`src/rtl/fifo_rd_stream_if.sv`:
```
// Handshake bundle between the FIFO read side, the stream adapter and the stream sink.
interface fifo_rd_stream_if #(
    parameter int DATA_WIDTH = 8
);
    logic                  fifo_empty;
    logic                  fifo_rd_en;
    logic [DATA_WIDTH-1:0] fifo_r_data;
    logic                  m_valid;
    logic                  m_ready;
    logic [DATA_WIDTH-1:0] m_data;

    modport master (
        input  fifo_empty,
        input  fifo_r_data,
        input  m_ready,
        output fifo_rd_en,
        output m_valid,
        output m_data
    );

    modport slave (
        output fifo_empty,
        output fifo_r_data,
        output m_ready,
        input  fifo_rd_en,
        input  m_valid,
        input  m_data
    );
endinterface

```
`src/rtl/fifo_rd_stream.sv`:
```
// Turns the read side of a synchronous FIFO (one cycle read latency) into a
// valid/ready stream. A two-entry skid buffer plus an in-flight flag lets the
// adapter keep reading while the sink is accepting, giving one word per cycle.
module fifo_rd_stream #(
    parameter int DATA_WIDTH = 8,
    parameter int CNT_WIDTH  = 16
) (
    input  logic                 clk,
    input  logic                 rst,
    input  logic                 flush,
    fifo_rd_stream_if.master     bus,
    output logic [CNT_WIDTH-1:0] xfer_cnt
);

    logic [1:0]            occ;
    logic                  infl;
    logic [DATA_WIDTH-1:0] head;
    logic [DATA_WIDTH-1:0] tail;
    logic                  pop;
    logic                  rd_en;
    logic [2:0]            pending;

    assign bus.m_valid    = (occ != 2'd0);
    assign bus.m_data     = head;
    assign pop            = bus.m_valid && bus.m_ready;
    assign pending        = {1'b0, occ} + {2'b00, infl};
    assign rd_en          = rst && !bus.fifo_empty && !flush && ((pending < 3'd2) || pop);
    assign bus.fifo_rd_en = rd_en;

    // Buffer update: pop the head on a handshake, append the word arriving from the FIFO behind it.
    always_ff @(posedge clk or negedge rst) begin
        if (!rst) begin
            occ  <= 2'd0;
            infl <= 1'b0;
            head <= '0;
            tail <= '0;
        end else if (flush) begin
            occ  <= 2'd0;
            infl <= 1'b0;
        end else begin
            infl <= rd_en;
            case ({pop, infl})
                2'b11: begin
                    if (occ == 2'd1) begin
                        head <= bus.fifo_r_data;
                    end else begin
                        head <= tail;
                        tail <= bus.fifo_r_data;
                    end
                end
                2'b10: begin
                    head <= tail;
                    occ  <= occ - 2'd1;
                end
                2'b01: begin
                    if (occ == 2'd0) begin
                        head <= bus.fifo_r_data;
                    end else begin
                        tail <= bus.fifo_r_data;
                    end
                    occ <= occ + 2'd1;
                end
                default: begin
                end
            endcase
        end
    end

    // Handshake counter; counts pops even in a flush cycle and wraps naturally.
    always_ff @(posedge clk or negedge rst) begin
        if (!rst) begin
            xfer_cnt <= '0;
        end else if (pop) begin
            xfer_cnt <= xfer_cnt + 1'b1;
        end
    end

endmodule

```
`src/flat_wrapper.sv`:
```
// flat-port wrapper written by rule: the top's interface ports become plain ports
module fifo_rd_stream_flat 
#(
    parameter int DATA_WIDTH = 8,
    parameter int CNT_WIDTH  = 16
)
  (clk, rst, flush, xfer_cnt, bus_fifo_empty, bus_fifo_r_data, bus_m_ready, bus_fifo_rd_en, bus_m_valid, bus_m_data);
  fifo_rd_stream_if #(.DATA_WIDTH(DATA_WIDTH)) bus_i ();
  input  logic clk;
  input  logic rst;
  input  logic flush;
  output logic [CNT_WIDTH-1:0] xfer_cnt;
  input wire logic [$bits(bus_i.fifo_empty)-1:0] bus_fifo_empty;
  input wire logic [$bits(bus_i.fifo_r_data)-1:0] bus_fifo_r_data;
  input wire logic [$bits(bus_i.m_ready)-1:0] bus_m_ready;
  output wire logic [$bits(bus_i.fifo_rd_en)-1:0] bus_fifo_rd_en;
  output wire logic [$bits(bus_i.m_valid)-1:0] bus_m_valid;
  output wire logic [$bits(bus_i.m_data)-1:0] bus_m_data;
  assign bus_i.fifo_empty = bus_fifo_empty;
  assign bus_i.fifo_r_data = bus_fifo_r_data;
  assign bus_i.m_ready = bus_m_ready;
  assign bus_fifo_rd_en = bus_i.fifo_rd_en;
  assign bus_m_valid = bus_i.m_valid;
  assign bus_m_data = bus_i.m_data;
  fifo_rd_stream #(.DATA_WIDTH(DATA_WIDTH), .CNT_WIDTH(CNT_WIDTH)) u_core (.clk(clk), .rst(rst), .flush(flush), .bus(bus_i), .xfer_cnt(xfer_cnt));
endmodule
```
`config.mk`:
```
export PLATFORM = sky130hd
export DESIGN_NAME = fifo_rd_stream_flat
export DESIGN_NICKNAME = d
export VERILOG_FILES = /design/src/rtl/fifo_rd_stream_if.sv /design/src/rtl/fifo_rd_stream.sv /design/src/flat_wrapper.sv
export SDC_FILE = /design/constraint.sdc
export NUM_CORES = 1
export LEC_CHECK = 0
export ABC_AREA = 0
export ABC_CLOCK_PERIOD_IN_PS = 6400
export BUFFER_PORTS_ARGS = -buffer_cell sky130_fd_sc_hd__buf_4
export CAP_MARGIN = 30
export CORE_MARGIN = 2
export CORE_UTILIZATION = 55
export DETAILED_ROUTE_END_ITERATION = 8
export GPL_ROUTABILITY_DRIVEN = 0
export PLACE_DENSITY = 0.81
export REMOVE_ABC_BUFFERS = 1
export SETUP_SLACK_MARGIN = 0.15
export SLEW_MARGIN = 20
export SYNTH_ARGS = -nofsm -noshare
export SYNTH_HDL_FRONTEND = slang
export SYNTH_SLANG_ARGS = --single-unit
```
`constraint.sdc`:
```
create_clock -name clk -period 6.4 [get_ports clk]
set_clock_uncertainty 0.2 [all_clocks]
set_input_delay 0.64 -clock clk [delete_from_list [all_inputs] [get_ports clk]]
set_output_delay 0.64 -clock clk [all_outputs]
set_load 0.01 [all_outputs]
```
Word level (Yosys, flattened, before mapping). Cells that the tools add are included.

Equality and inequality tests: 7. Muxes and demuxes: 9. Bitwise gates (word level): 1. $add $sub $neg: 4. Reductions and logical operators: 14. Order comparisons: 1.

Operators with widths (count): two-way mux 8 bit (4); one-hot mux 8 bit (3 select lines) (1); adder 16 x 1 -> 16 bit (second input constant) (1); one-hot mux 8 bit (2 select lines) (1); nonzero test 3 bit (2); equality test 2 x 1 -> 1 bit (second input constant) (2); equality test 2 bit (second input constant) (2); logical AND 1 bit (4); inequality test 2 bit (second input constant) (2); one-hot mux 2 bit (2 select lines) (1); AND reduction 4 bit (1); nonzero test 2 bit (2); adder 2 x 1 -> 3 bit (1); less-than comparator 3 x 2 -> 1 bit (second input constant) (1); AND reduction 3 bit (1); adder 2 x 1 -> 2 bit (second input constant) (1); zero test 1 bit (2); zero test 2 bit (1); two-way mux 2 bit (1); inequality test 2 x 1 -> 1 bit (second input constant) (1); subtractor 2 x 1 -> 2 bit (second input constant) (1); logical OR 1 bit (1); two-way mux 1 bit (1); inverter 1 bit (1).

Logic and storage cells: 41. Register bits: 35. Output and inout bits: 26.

Logic depth before layout (Yosys ltp).
Word-level depth: 5. Depth in mapped cells: 11. Mapped depth without buffers: 8.

Worst setup path after synthesis. No wires, ideal clock.

Path kind: register to register. From: register u_core.occ[0]. To: register u_core.head[0] (netlist: u_core.bus.m_data[0]). Slack: 3.931 ns. Data required time: 6.075 ns. Setup time: 0.125 ns. Path buffers: 2. Arrival: 2.145 ns. Cell stages (with the launch flop): 10. Period minus slack after synthesis: 2.469 ns. Path through: dfrtp_1 > inv_1 > ha_1 > and2b_1 > buf_2 > inv_1 > ha_1 > buf_6 > a211oi_4 > mux2_2.

Cells in the longest elaborated chain, start to end: 5. Elaborated cells between the ends (all ways): 12. Classes of those cells: 5 x eq/ne; 2 x mux; 5 x reduce/logical.

RTL lines: from (decl) (RTL line fifo_rd_stream.sv:15) `logic [1:0] occ;`; from (signal assigned) (RTL line fifo_rd_stream.sv:53) `occ <= occ - 2'd1;`; from (signal assigned) (RTL line fifo_rd_stream.sv:61) `occ <= occ + 2'd1;`; nonzero test 2 bit * (RTL line fifo_rd_stream.sv:23) `assign bus.m_valid = (occ != 2'd0);`; logical AND 1 bit * (RTL line fifo_rd_stream.sv:25) `assign pop = bus.m_valid && bus.m_ready;`; via u_core.pop (RTL line fifo_rd_stream.sv:19) `logic pop;`; equality test 2 x 1 -> 1 bit or equality test 2 bit (tied branches) (RTL line fifo_rd_stream.sv:42) `case ({pop, infl})`; inequality test 2 x 1 -> 1 bit (no source line) or nonzero test 3 bit (tied branches); AND reduction 3 bit (no source line); to (signal assigned) (RTL line fifo_rd_stream.sv:45) `head <= bus.fifo_r_data;`; to (signal assigned) (RTL line fifo_rd_stream.sv:47) `head <= tail;`; to (signal assigned) (RTL line fifo_rd_stream.sv:52) `head <= tail;`; to (decl) (RTL line fifo_rd_stream.sv:17) `logic [DATA_WIDTH-1:0] head;`.

The timed path passes the listed nets; every way through them passes the cells marked *. A chain may end at the register's enable or synchronous reset.

Final worst setup path.
From: register u_core.occ[0]. To: register u_core.head[0] (netlist: u_core.bus.m_data[0]).

Cells in the longest elaborated chain, start to end: 5. Elaborated cells between the ends (all ways): 12. Classes of those cells: 5 x eq/ne; 2 x mux; 5 x reduce/logical.

RTL lines (RTL line): nonzero test 2 bit (fifo_rd_stream.sv:23); logical AND 1 bit (fifo_rd_stream.sv:25); equality test 2 x 1 -> 1 bit or equality test 2 bit (tied branches) (fifo_rd_stream.sv:42); inequality test 2 x 1 -> 1 bit (no source line) or nonzero test 3 bit (tied branches); AND reduction 3 bit (no source line).

Parallel ways exist; a longest one is shown, timed or not.

==> impl_summary.txt <==
----------------------------------------------------
[Status]
  Run status ... finished, final reports clean

[STA]
  Setup violations, final ... 0
  Fin. Hold Viols ... 0
  Rel. slew slack ... 62.67%
  Tcrit/Tclk final ... ~45%
  RSZ-0062 raised after global routing ... no
  Min cycle time layout ... between 2000 and 3000 ps
  Worst Tran Pin Value ... ~560 ps
  Maximum achievable frequency ... between 0.3 and 0.4 GHz
  Final Max Tran Viols ... 0
  Final sum of negative setup slack ... 0 ps

[Setup path]
  Required time reported for the critical path endpoint ... 6430 ps
  Sort of element at the end of the critical path ... flop
  Worst reg2reg path depth ... 7
  CP Class ... flop to flop
  Maximum fanout count along the critical path ... 10
  Worst setup SP type ... flop
  Startpoint of the most critical register-to-register path ... u_core.occ[0]
  Setup slack on the worst flop-to-flop path ... between 3000 and 4000 ps
  WP data arrival ... just under 3000 ps
  RR Endpoint ... u_core.bus.m_data[0]

[Placement]
  Post-placement cell area ... 0.002085 sq mm
  Hpwl dp ... approximately 2500 um
  Number of buffers added on ports ... 38
  Count of placed standard cells including taps ... 222

[Clock network]
  Hold buffer count at CTS ... 0
  CTS-repair resized insts ... 0
  Postcts setup bufs ... 0
  Clock tree from TritonCTS ... yes
  Number of sinks driven by the clock tree ... 35
  Clk Latency, worst-skew pair ... 340 ps
  TritonCTS buffer count ... 5
  Register clock-pin slew on the reported worst setup and hold paths ... around 110 ps
  H-Tree Depth ... 2
  Cell chosen for the clock root ... sky130_fd_sc_hd__clkbuf_4
  Number of buffers between clock root and the deepest sink ... 2

[Layout]
  Non-filler cells, final ... 230
  Antenna Cells ... 0
  Growth of design area from synthesis to finish ... 20.52%
  # fillers ... 233
  Net count, final ... between 200 and 250
  Finished Cell Area ... approximately 0.0022 sq mm
  Proportion of layout cells with a drive suffix above 1 ... 34.95%

[Power and ir drop]
  Total power draw ... about 0.78 mW
  Worst vdd rail ir drop ... slightly below 0.0003 V
  Reported leakage power ... between 1 and 1.5 nW
  Power per cell area ... ~360 mW/mm^2

[Synth]
  Register bit count reported by yosys ... 35
  Mapped cell area ... 0.001787 sq mm
  Fraction of registers with async set or reset after synthesis ... 100.0%
  Yosys cell types ... 27
  Synthesized area per cell ... 12.15 sq um
  Synth area leaders ... sky130_fd_sc_hd__dfrtp_1 49%, sky130_fd_sc_hd__mux2_2 11%, sky130_fd_sc_hd__xnor2_1 6.9%
  Yosys synthesis warning count ... 0
  Count of flip-flops with a built-in enable after synthesis ... 0
  Dominant register cell in the synthesized netlist ... sky130_fd_sc_hd__dfrtp_1
  Area share of the largest cell type after synthesis ... between 40% and 50%
  Synthesized netlist cell count ... 147
  Post-synthesis sequential area ratio ... 49.02%
  Library cell occupying the most area in the post-synthesis netlist ... sky130_fd_sc_hd__dfrtp_1

[Route]
  Wire length reported by the detailed router ... ~3500 um
  Count of vias placed by the detailed router ... 1294
  Per-cell via count in the routed design ... 5.626
  DRC violations left ... 0
  1st-pass router iterations ... 4
  Drt initial violations ... 50
  Final antenna-violating net count ... 0
  Final routed wire length divided by cell count ... 15.36 um

[Global routing]
  Gr ovfl total ... 0
  Pin count of the biggest net entering global routing ... 38
  Total Routing Usage GR ... roughly a fifth
  Number of global-route vias before repair ... ~1200
  Wire length of the first global-routing pass ... roughly 5700 um
  Initial antenna violation count ... 0

[Floorplanning]
  Total die area ... 0.003720 sq mm
  I/O Pins ... 39
  Core footprint ... 0.003078 sq mm
  Floorplan die width ... approximately 60 um
  Initial standard-cell utilization of the core ... approximately 58%
  Total number of placement rows ... 20
  Vertical die dimension ... around 60 um

[Worst hold path]
  Path category of the worst min-delay check ... input port to asynchronous set/reset pin

[Run]
  Number of violations of the max-capacitance limit ... 0

----------------------------------------------------
-- flip-flops by register name, indices dropped and copies added, names as in the netlist --
register	cells
u_core.infl	1
u_core.tail	8
u_core.xfer_cnt	16
u_core.bus.m_data	8
u_core.occ	2
-- Yosys cell counts, types with 2 or more instances --
cell	count
sky130_fd_sc_hd__a221oi_1	8
sky130_fd_sc_hd__nand2_1	7
sky130_fd_sc_hd__nor2_1	5
sky130_fd_sc_hd__nand4_1	2
sky130_fd_sc_hd__and4_1	4
sky130_fd_sc_hd__mux2i_1	8
sky130_fd_sc_hd__mux2_2	17
sky130_fd_sc_hd__xor2_1	2
sky130_fd_sc_hd__nand3_1	5
sky130_fd_sc_hd__buf_2	4
sky130_fd_sc_hd__nor4b_1	2
sky130_fd_sc_hd__ha_1	8
sky130_fd_sc_hd__xnor2_1	14
sky130_fd_sc_hd__dfrtp_1	35
sky130_fd_sc_hd__inv_1	6
sky130_fd_sc_hd__a21oi_1	9
-- cells by family (layout without fill, tap and decap cells) --
logic type / Yosys count / count (layout) / share of synthesized area [%]
flops: 35 / 35 / 49.02
simple gates: 31 / 31 / 10.71
mux: 25 / 25 / 15.20
compound gates: 19 / 19 / 7.983
xor+xnor: 16 / 16 / 7.843
buf+inv: 13 / 52 / 3.641
fa+ha+maj: 8 / 8 / 5.602
-- how the worst max path moves through the flow --
stage | startpoint | end | slack [ps] | cells after the start
3_5_place_dp | u_core.occ[0] | u_core.bus.m_data[0] | 3540 | 7
3_3_place_gp | u_core.occ[0] | u_core.bus.m_data[7] | 3670 | 7
2_1_floorplan | u_core.occ[0] | u_core.bus.m_data[5] | 3870 | 8
4_1_cts | u_core.occ[0] | u_core.bus.m_data[0] | 3500 | 7
6_report | u_core.occ[0] | u_core.bus.m_data[0] | 3520 | 7
5_1_grt | u_core.occ[0] | u_core.bus.m_data[5] | 3320 | 8
-- layout by cell type (no fill, tap or decap) --
cell,Yosys,final
sky130_fd_sc_hd__a211oi_4,1,1
sky130_fd_sc_hd__a21oi_1,9,9
sky130_fd_sc_hd__a221oi_1,8,8
sky130_fd_sc_hd__a22oi_1,1,1
sky130_fd_sc_hd__and2_1,1,1
sky130_fd_sc_hd__and2b_1,1,1
sky130_fd_sc_hd__and4_1,4,4
sky130_fd_sc_hd__and4b_1,1,1
sky130_fd_sc_hd__buf_4,1,38
sky130_fd_sc_hd__clkbuf_1,1,1
sky130_fd_sc_hd__clkbuf_4,0,5
sky130_fd_sc_hd__clkbuf_8,0,2
sky130_fd_sc_hd__dfrtp_1,35,35
sky130_fd_sc_hd__ha_1,8,8
sky130_fd_sc_hd__inv_1,6,6
sky130_fd_sc_hd__mux2_2,17,17
sky130_fd_sc_hd__mux2i_1,8,8
sky130_fd_sc_hd__nand2_1,7,7
sky130_fd_sc_hd__nand3_1,5,5
sky130_fd_sc_hd__nand4_1,2,2
sky130_fd_sc_hd__nand4_2,1,1
sky130_fd_sc_hd__nand4b_2,1,1
sky130_fd_sc_hd__nor2_1,5,5
sky130_fd_sc_hd__nor3_1,1,1
sky130_fd_sc_hd__nor4b_1,2,2
sky130_fd_sc_hd__xnor2_1,14,14
sky130_fd_sc_hd__xor2_1,2,2
-- per-stage QoR --
stage                     hold WS (ps)  setup WS, ps  util [%]
after floorplan                  144.4          3871         -
after global placement           264.3          3671     67.72
after detailed placement         266.9          3537     67.72
after CTS                        41.55          3503     69.96
after global routing             46.68          3321     69.96
final                            32.97          3519     69.96
-- critical path: stages (launching register included) --
cell and delay (ps):
sky130_fd_sc_hd__dfrtp_1 390, sky130_fd_sc_hd__inv_1 80, sky130_fd_sc_hd__ha_1 240, sky130_fd_sc_hd__and2b_1 380, sky130_fd_sc_hd__inv_1 140, sky130_fd_sc_hd__ha_1 370
sky130_fd_sc_hd__a211oi_4 560, sky130_fd_sc_hd__mux2_2 400
-- cell type report --
cell class,count,area [sq um],area share [%]
Inverter,6,22.52,1.046
Sequential cell,35,875.8,40.67
Tap cell,44,55.05,2.557
Clock buffer,8,68.82,3.196
Multi-Input combinational cell,99,845.8,39.28
Timing Repair Buffer,38,285.3,13.25
-- report_power, final --
group          leakage, nW  internal [mW]  switching [mW]
Sequential           0.450          0.284          0.0482
Combinational        0.512          0.163           0.144
Clock               0.0386         0.0646          0.0723
Total                 1.00          0.511           0.264
-- per-layer routing --
| metal | track usage (%) | wire [um] | up-vias |
|---|---|---|---|
| met5 | 0 | 0 | - |
| met4 | 8.696 | 45 | 0 |
| met3 | 7.463 | 227 | 7 |
| met2 | 36.71 | 1776 | 48 |
| met1 | 23.84 | 1483 | 638 |
| li1 | - | - | 601 |
(Power assumes the default switching activity.)
